$ cat src/rtl/store_buffer_if.sv
// Bundle of store-buffer pipeline signals (store/load side) and data-memory port signals.
// slave = the store buffer's view, master = the pipeline/memory environment's view.
interface store_buffer_if #(
    parameter int AW = 32,
    parameter int DW = 32
) ();
    logic          st_valid;
    logic [AW-1:0] st_addr;
    logic [DW-1:0] st_data;
    logic          st_ready;
    logic          ld_valid;
    logic [AW-1:0] ld_addr;
    logic [DW-1:0] ld_data;
    logic          ld_stall;
    logic          empty;
    logic          DMWE;
    logic [AW-1:0] DMA;
    logic [DW-1:0] DMWD;
    logic [DW-1:0] DMRD;

    modport slave (
        input  st_valid, st_addr, st_data, ld_valid, ld_addr, DMRD,
        output st_ready, ld_data, ld_stall, empty, DMWE, DMA, DMWD
    );

    modport master (
        output st_valid, st_addr, st_data, ld_valid, ld_addr, DMRD,
        input  st_ready, ld_data, ld_stall, empty, DMWE, DMA, DMWD
    );
endinterface

$ cat src/rtl/store_buffer.sv
// Memory-stage store buffer: FIFO of retired stores drained to DM in idle port cycles.
// Define STORE_BUF_FWD_EN to forward buffered data to loads; otherwise matching loads stall and force a drain.
module store_buffer #(
    parameter int DEPTH = 4,
    parameter int AW    = 32,
    parameter int DW    = 32
) (
    input  logic          clk,
    input  logic          rst_n,
    store_buffer_if.slave sb
);
    localparam int PW = $clog2(DEPTH);
    localparam int CW = PW + 1;

    logic [PW-1:0]    head_q, head_d;
    logic [PW-1:0]    tail_q, tail_d;
    logic [CW-1:0]    count_q, count_d;
    logic [DEPTH-1:0] valid_q, valid_d;
    logic [AW-1:0]    addr_q [DEPTH];
    logic [DW-1:0]    data_q [DEPTH];

    logic          full;
    logic          enq;
    logic          drain;
    logic          match;
    logic [PW-1:0] idx;
`ifdef STORE_BUF_FWD_EN
    logic [DW-1:0] fwd_data;
`endif

    assign full        = (count_q == CW'(DEPTH));
    assign sb.st_ready = !full;
    assign sb.empty    = (count_q == '0);
    assign enq         = sb.st_valid && !full;

    // Walk entries oldest to youngest so the last hit is the youngest store.
    always_comb begin
        match = 1'b0;
        idx   = '0;
`ifdef STORE_BUF_FWD_EN
        fwd_data = '0;
`endif
        for (int i = 0; i < DEPTH; i++) begin
            idx = head_q + PW'(i);
            if (valid_q[idx] && (addr_q[idx] == sb.ld_addr)) begin
                match = 1'b1;
`ifdef STORE_BUF_FWD_EN
                fwd_data = data_q[idx];
`endif
            end
        end
    end

`ifdef STORE_BUF_FWD_EN
    assign drain      = (count_q != '0) && (!sb.ld_valid || full);
    assign sb.ld_data = match ? fwd_data : sb.DMRD;
`else
    // A load hitting a buffered address must wait until that store reaches DM.
    assign drain      = (count_q != '0) && (!sb.ld_valid || full || match);
    assign sb.ld_data = sb.DMRD;
`endif

    assign sb.ld_stall = sb.ld_valid && drain;
    assign sb.DMWE     = drain;
    assign sb.DMA      = drain ? addr_q[head_q] : sb.ld_addr;
    assign sb.DMWD     = drain ? data_q[head_q] : '0;

    always_comb begin
        head_d  = head_q;
        tail_d  = tail_q;
        valid_d = valid_q;
        if (drain) begin
            head_d          = head_q + PW'(1);
            valid_d[head_q] = 1'b0;
        end
        if (enq) begin
            tail_d          = tail_q + PW'(1);
            valid_d[tail_q] = 1'b1;
        end
        count_d = count_q + CW'(enq) - CW'(drain);
    end

    always_ff @(posedge clk or negedge rst_n) begin
        if (!rst_n) begin
            head_q  <= '0;
            tail_q  <= '0;
            count_q <= '0;
            valid_q <= '0;
        end else begin
            head_q  <= head_d;
            tail_q  <= tail_d;
            count_q <= count_d;
            valid_q <= valid_d;
        end
    end

    // Payload needs no reset: it is only observed through set valid bits / nonzero count.
    always_ff @(posedge clk) begin
        if (enq) begin
            addr_q[tail_q] <= sb.st_addr;
            data_q[tail_q] <= sb.st_data;
        end
    end
endmodule

$ cat src/flat_wrapper.sv
// flat-port wrapper written by rule: the top's interface ports become plain ports
module store_buffer_flat 
#(
    parameter int DEPTH = 4,
    parameter int AW    = 32,
    parameter int DW    = 32
)
  (clk, rst_n, sb_st_valid, sb_st_addr, sb_st_data, sb_ld_valid, sb_ld_addr, sb_DMRD, sb_st_ready, sb_ld_data, sb_ld_stall, sb_empty, sb_DMWE, sb_DMA, sb_DMWD);
  store_buffer_if #(.AW(AW), .DW(DW)) sb_i ();
  input  logic clk;
  input  logic rst_n;
  input wire logic [$bits(sb_i.st_valid)-1:0] sb_st_valid;
  input wire logic [$bits(sb_i.st_addr)-1:0] sb_st_addr;
  input wire logic [$bits(sb_i.st_data)-1:0] sb_st_data;
  input wire logic [$bits(sb_i.ld_valid)-1:0] sb_ld_valid;
  input wire logic [$bits(sb_i.ld_addr)-1:0] sb_ld_addr;
  input wire logic [$bits(sb_i.DMRD)-1:0] sb_DMRD;
  output wire logic [$bits(sb_i.st_ready)-1:0] sb_st_ready;
  output wire logic [$bits(sb_i.ld_data)-1:0] sb_ld_data;
  output wire logic [$bits(sb_i.ld_stall)-1:0] sb_ld_stall;
  output wire logic [$bits(sb_i.empty)-1:0] sb_empty;
  output wire logic [$bits(sb_i.DMWE)-1:0] sb_DMWE;
  output wire logic [$bits(sb_i.DMA)-1:0] sb_DMA;
  output wire logic [$bits(sb_i.DMWD)-1:0] sb_DMWD;
  assign sb_i.st_valid = sb_st_valid;
  assign sb_i.st_addr = sb_st_addr;
  assign sb_i.st_data = sb_st_data;
  assign sb_i.ld_valid = sb_ld_valid;
  assign sb_i.ld_addr = sb_ld_addr;
  assign sb_i.DMRD = sb_DMRD;
  assign sb_st_ready = sb_i.st_ready;
  assign sb_ld_data = sb_i.ld_data;
  assign sb_ld_stall = sb_i.ld_stall;
  assign sb_empty = sb_i.empty;
  assign sb_DMWE = sb_i.DMWE;
  assign sb_DMA = sb_i.DMA;
  assign sb_DMWD = sb_i.DMWD;
  store_buffer #(.DEPTH(DEPTH), .AW(AW), .DW(DW)) u_core (.clk(clk), .rst_n(rst_n), .sb(sb_i));
endmodule
$ cat config.mk
export PLATFORM = sky130hd
export DESIGN_NAME = store_buffer_flat
export DESIGN_NICKNAME = d
export VERILOG_FILES = /design/src/rtl/store_buffer_if.sv /design/src/rtl/store_buffer.sv /design/src/flat_wrapper.sv
export SDC_FILE = /design/constraint.sdc
export NUM_CORES = 1
export LEC_CHECK = 0
export CORE_ASPECT_RATIO = 2
export CORE_UTILIZATION = 59
export DETAILED_ROUTE_END_ITERATION = 8
export PLACE_DENSITY = 0.87
export SYNTH_ARGS = -nofsm -noshare
export SYNTH_HDL_FRONTEND = slang
export SYNTH_SLANG_ARGS = --single-unit
$ cat constraint.sdc
create_clock -name clk -period 8.5 [get_ports clk]
set_clock_uncertainty 0.15 [all_clocks]
set_input_delay 1.275 -clock clk [delete_from_list [all_inputs] [get_ports clk]]
set_output_delay 1.275 -clock clk [all_outputs]
set_load 0.01 [all_outputs]
# Word level (Yosys, flattened, before mapping)
# Memory sizes are Yosys's and may differ from the RTL's.
# Index checks and enable logic that the tools add are counted.
# totals
ram_bits,256
mem_bits_ro,0
output_inout_bits,100
regBits,11
latchBits,0
elab_cells,64
n_memories,2
# classes
div,0
n_shift,0
magnitude_cmp,7
eq_ne,5
n_addsub,6
mux,22
bitwise_logic,3
n_reduce_logical,15
n_mul,0
# mem_list
memory,words,word_bits,read_ports,rd_clocked_by_memory_dff,wr,line_no,text
u_core.addr_q,4,32,4,0,1,store_buffer.sv:19,logic [AW-1:0] addr_q [DEPTH];
u_core.data_q,4,32,1,0,1,store_buffer.sv:20,logic [DW-1:0] data_q [DEPTH];
# ops
op,count
32-bit equality test,4
32-bit two-way mux,2
2-bit by 3-bit less-than comparator with 1-bit output (second input constant),5
1-bit two-way mux,12
1-bit logical AND,9
1-bit binary-select mux with 2-bit select,4
4-bit two-way mux,2
2-bit by 1-bit adder with 2-bit output (second input constant),2
2-bit adder (second input constant),2
4-bit bitwise AND,1
1-bit demux with 2-bit select,2
2-bit by 1-bit >= comparator with 1-bit output (second input constant),2
4-bit inverter,1
4-bit bitwise OR,1
3-bit by 1-bit adder with 3-bit output,1
3-bit equality test (second input constant),1
3-bit zero test,1
3-bit nonzero test,1
3-bit by 1-bit subtractor with 3-bit output,1
1-bit zero test,2
1-bit logical OR,2

# Depth between registers and ports, before layout
# logic_depth
depth_word,12
ltp_mapped,27

# Worst setup path before layout
# No wires, ideal clock.
# synth_path
kind,reg-to-output
from,register u_core.head_q[0]
to,output port sb_DMA[10]
path_buffers,8
required_ns,7.075
setup_slack_ns,2.798
arrival_ns,4.277
path_stages_with_launch,18
cell_sequence,dfrtp_1 > buf_2 > buf_6 > buf_6 > buf_4 > inv_1 > buf_2 > ha_1 > buf_2 > buf_2 > mux4_2 > xnor2_1 > nor4_1 > nand3_1 > o41a_1 > a21oi_4 > buf_4 > mux2_2
# synth_lines
item,line_no,text
start: declaration,store_buffer.sv:15,"logic [PW-1:0] head_q, head_d;"
start signal: assignment,store_buffer.sv:85,head_q <= '0;
start signal: assignment,store_buffer.sv:90,head_q <= head_d;
2-bit adder *,store_buffer.sv:44,idx = head_q + PW'(i);
via u_core.idx[0],store_buffer.sv:26,logic [PW-1:0] idx;
memory 4 x 32 bit / 1-bit binary-select mux with 2-bit select (equally long branches),n/a,
32-bit equality test / 1-bit two-way mux (equally long branches),store_buffer.sv:45,if (valid_q[idx] && (addr_q[idx] == sb.ld_addr)) begin
1-bit logical AND *,store_buffer.sv:45,
1-bit two-way mux *,store_buffer.sv:45,
1-bit logical OR *,store_buffer.sv:59,assign drain = (count_q != '0) && (!sb.ld_valid || full || match);
1-bit logical AND *,store_buffer.sv:59,
32-bit two-way mux *,store_buffer.sv:65,assign sb.DMA = drain ? addr_q[head_q] : sb.ld_addr;
end: declaration,flat_wrapper.sv:23,output wire logic [$bits(sb_i.DMA)-1:0] sb_DMA;
# The timed path passes the listed nets; every way through them passes the cells marked *. The select of a mux whose other input is x is not followed.

# Worst setup path in the final report
# layout_path
from,register u_core.head_q[1]
to,output port sb_DMA[0]
# layout_via
elab_chain_len,10
# layout_rtl
item,line_no
"2-bit by 1-bit adder with 2-bit output, or another cell as far along",store_buffer.sv:44
"memory 4 x 32 bit, or another cell as far along",n/a
"32-bit equality test, or another cell as far along",store_buffer.sv:45
1-bit logical AND / 1-bit two-way mux (equally long branches),store_buffer.sv:45
1-bit two-way mux (3 in series),store_buffer.sv:45
1-bit logical OR,store_buffer.sv:59
1-bit logical AND,store_buffer.sv:59
32-bit two-way mux *,store_buffer.sv:65
# Every way passes the cells marked *; elsewhere a longest branch is shown, timed or not. The select of a mux whose other input is x is not followed.

==> results by group <==
Outcome
  • Status: complete, no violations

Yosys
  • Gate Count Post-Synth: a little under 1000
  • Number of synthesized register bits: ~270
  • Commonest cells in the netlist: edfxtp_1, mux4_2, xnor2_1, mux2i_1
  • Post-synthesis adder-cell area fraction: less than 1%
  • Net Count, Synth: 1125
  • Register area share after synthesis: between 50% and 60%
  • Count leader, synth: edfxtp_1
  • Area contributors post-synth: edfxtp_1, mux4_2, mux2i_1
  • Syn_area_per_cell: 15.6 um^2
  • Asr flop ratio synth: 4.12%
  • YS warnings: 0
  • Synth Area in XOR/XNOR: under 10%
  • Post-synthesis compound-gate area fraction: approximately 3.8%
  • Largest family of logic cells by synthesized area: multiplexers
  • EDFF count, synth: 256
  • Post-synth cell types: between 50 and 60
  • Top cell type's share of synthesized area: 50.2%
  • Top_reg_cell synth: edfxtp_1
  • Post-Synth Simple-Gate Area: 4.24%
  • Mapped Area: roughly 15000 um^2
  • Mux contribution to synthesized area: between 20% and 30%
  • Dominant cell type by area after synthesis: edfxtp_1

Timing
  • Min Tclk post-route: ~7.7 ns
  • RSZ-0062 raised after global routing: no
  • Max-slew violation count: 0
  • Final Hold Viols: 0
  • Setup TNS after final layout: 0 ns
  • FMAX: 131 MHz
  • Worst slew pin tran: between 1 and 1.5 ns
  • Final Cycle Share: around nine tenths
  • Endpoints failing setup: 0
  • Slew headroom: 28.3%

Clock network
  • Root buf cell: clkbuf_16
  • Clock Path Buffers: 3
  • Clock sinks: 267
  • Hold Buf Count CTS: 0
  • Cts repair resizes: 0
  • CTS tree: yes
  • Worst-path clk slew: 0.07 ns
  • TritonCTS buffer count: 24
  • Clk_lat worst skew: roughly 0.55 ns
  • Post-CTS Setup Bufs: 0
  • H-tree Lvls: 1

Floorplanning
  • Top-Level Pins: around 230
  • Die area: around 27000 um^2
  • Height of the die: ~230 um
  • Row cnt: 83
  • Die W: 116 um
  • Core area: ~26000 um^2
  • Initial core utilization: approximately three fifths

Critical path
  • Crit path DAT: between 6 and 7 ns
  • Crit path max fanout: between 40 and 50
  • Critical Path Start: u_core.head_q[1]$_DFFE_PN0N_
  • Worst r2r src: u_core.head_q[1]$_DFFE_PN0N_
  • CP required: approximately 7 ns
  • Critical R2R Capture: u_core.count_q[2]$_DFF_PN0_
  • Setup CP Type: reg2out
  • Reg2Reg Setup Slack: roughly 2.1 ns
  • Worst Setup End Kind: output port
  • Worst reg2reg path depth: 18
  • Crit start category: flip-flop

Detailed routing
  • TritonRoute pass-1 iters: 5
  • Routed length per instance: roughly 27 um
  • Iter 0 DRT Violations: roughly 900
  • DRC: 0
  • DRT Wirelength: ~40000 um
  • ANT nets after route: 0
  • Vias per inst: around 6.6
  • Via Count: roughly 9500

Hold path
  • Hold/Removal Path Class: reg2reg
  • Hold EP: u_core.count_q[2]$_DFF_PN0_
  • Hold_sp: u_core.count_q[1]$_DFF_PN0_
  • Hold Path Depth: 1

Pwr
  • Peak VDD IR: 0.000304 V
  • Final total power: ~6.8 mW
  • PwrDens: 383 nW/um^2
  • Pleak: 5.94 nW

Placement
  • Gp weighted congestion: slightly below 1
  • Post-DP HPWL: approximately 28000 um
  • Buffers on Ports: between 150 and 200

GRT
  • Initial antenna violation count: 0
  • Largest net degree at the start of global routing: a little under 70
  • All-Layer GR Usage: 30.3%
  • Routing usage on met2: approximately 54%
  • M1 GR Usage: 33.2%
  • Busiest metal layer after global routing: met2
  • Number of global-route vias before repair: 9926
  • M3 GR Usage: approximately 4.1%
  • Total gr overflow: 0
  • First-pass GRT wire length: 58200 um

Finish
  • Layout area overhead: 15.7%
  • Fillers: around 1800
  • Antenna cells: 0
  • Final nets: ~1200
  • Layout cells sized above 1: 21.5%

Run
  • Max-cap viol count: 0
cell families after synthesis:
logic type | Yosys count
and+or+nand+nor | 124
muxes | 248
DFF | 267
buffers and inverters | 140
AOI/OAI and AO/OA | 77
adders and majority gates | 11
xor gates and xnor gates | 115
how the worst max path moves through the flow:
stage / end / slack (ns)
6_report: sb_DMA[0] / 0.85
5_1_grt: sb_DMA[0] / 0.62
4_1_cts: sb_DMA[0] / 0.88
3_5_place_dp: sb_DMA[11] / 1.46
3_3_place_gp: sb_DMA[6] / 1.56
2_1_floorplan: sb_DMA[10] / 2.80
worst max-delay path, cell delays in order (launching register included):
cell             delay, ns
dfrtp_4               0.93
inv_1                 0.31
ha_4                  0.68
buf_12                0.33
mux2i_1               0.48
o22ai_1               0.21
or4_1                 0.50
nor3_1                0.14
o2111ai_1             0.15
o41a_1                0.40
a21oi_4               0.18
buf_4                 0.43
mux2_2                0.41
clkdlybuf4s50_1       0.50
state kept, by name, summed over array words and instances, names as in the netlist:
| register | count |
|---|---|
| u_core.count_q | 3 |
| u_core.valid_q | 4 |
| u_core.data_q | 128 |
| u_core.addr_q | 128 |
| u_core.tail_q | 2 |
| u_core.head_q | 2 |
metrics by stage:
| step | setup WS [ns] | util (%) | instances | hold slack [ns] | cell area (um^2) |
|---|---|---|---|---|---|
| 2_1_floorplan | 2.80 | - | 982 | 0.365 | 15300 |
| 3_3_place_gp | 1.56 | 66.2 | 1393 | 0.390 | 16900 |
| 3_5_place_dp | 1.46 | 66.2 | 1393 | 0.412 | 16900 |
| 4_1_cts | 0.882 | 69.3 | 1436 | 0.426 | 17700 |
| 5_1_grt | 0.616 | 69.3 | 1436 | 0.469 | 17700 |
| 6_report | 0.849 | 69.3 | 1436 | 0.421 | 17700 |
cells in the final DEF, fill, tap and decap left out, types with 7 or more instances in the layout:
| cell type | instances |
|---|---|
| mux2i_1 | 75 |
| clkdlybuf4s50_1 | 167 |
| xor2_1 | 32 |
| inv_1 | 25 |
| ha_1 | 9 |
| nor4_1 | 11 |
| xnor2_1 | 83 |
| clkbuf_16 | 24 |
| o22ai_1 | 13 |
| and2_1 | 35 |
| nand4_1 | 14 |
| nand2_1 | 31 |
| edfxtp_1 | 256 |
| buf_4 | 13 |
| mux4_2 | 133 |
| dfrtp_1 | 9 |
| o21ai_0 | 11 |
| nand3_1 | 7 |
| nor2_1 | 15 |
| mux2_2 | 40 |
per-layer routing:
metal | vias up | share of wire, %
met5 | - | 0
met2 | 442 | 54
met4 | 0 | 7.0
met3 | 139 | 5.4
met1 | 4854 | 33
li1 | 4050 | -
area by class of cell:
class	count	area (um^2)	area share, %
Sequential cell	267	7970	45.0
Multi-Input combinational cell	575	6590	37.2
Timing Repair Buffer	182	1810	10.2
Clock buffer	27	612	3.45
Tap cell	340	425	2.40
Clock inverter	16	198	1.12
Inverter	29	109	0.614
report_power, final:
group | total, mW | internal, mW | switching (mW)
clock | 1.12 | 0.644 | 0.476
sequential | 2.01 | 1.75 | 0.254
combinational | 3.66 | 1.85 | 1.81
Power figures use the tool's default switching activity.
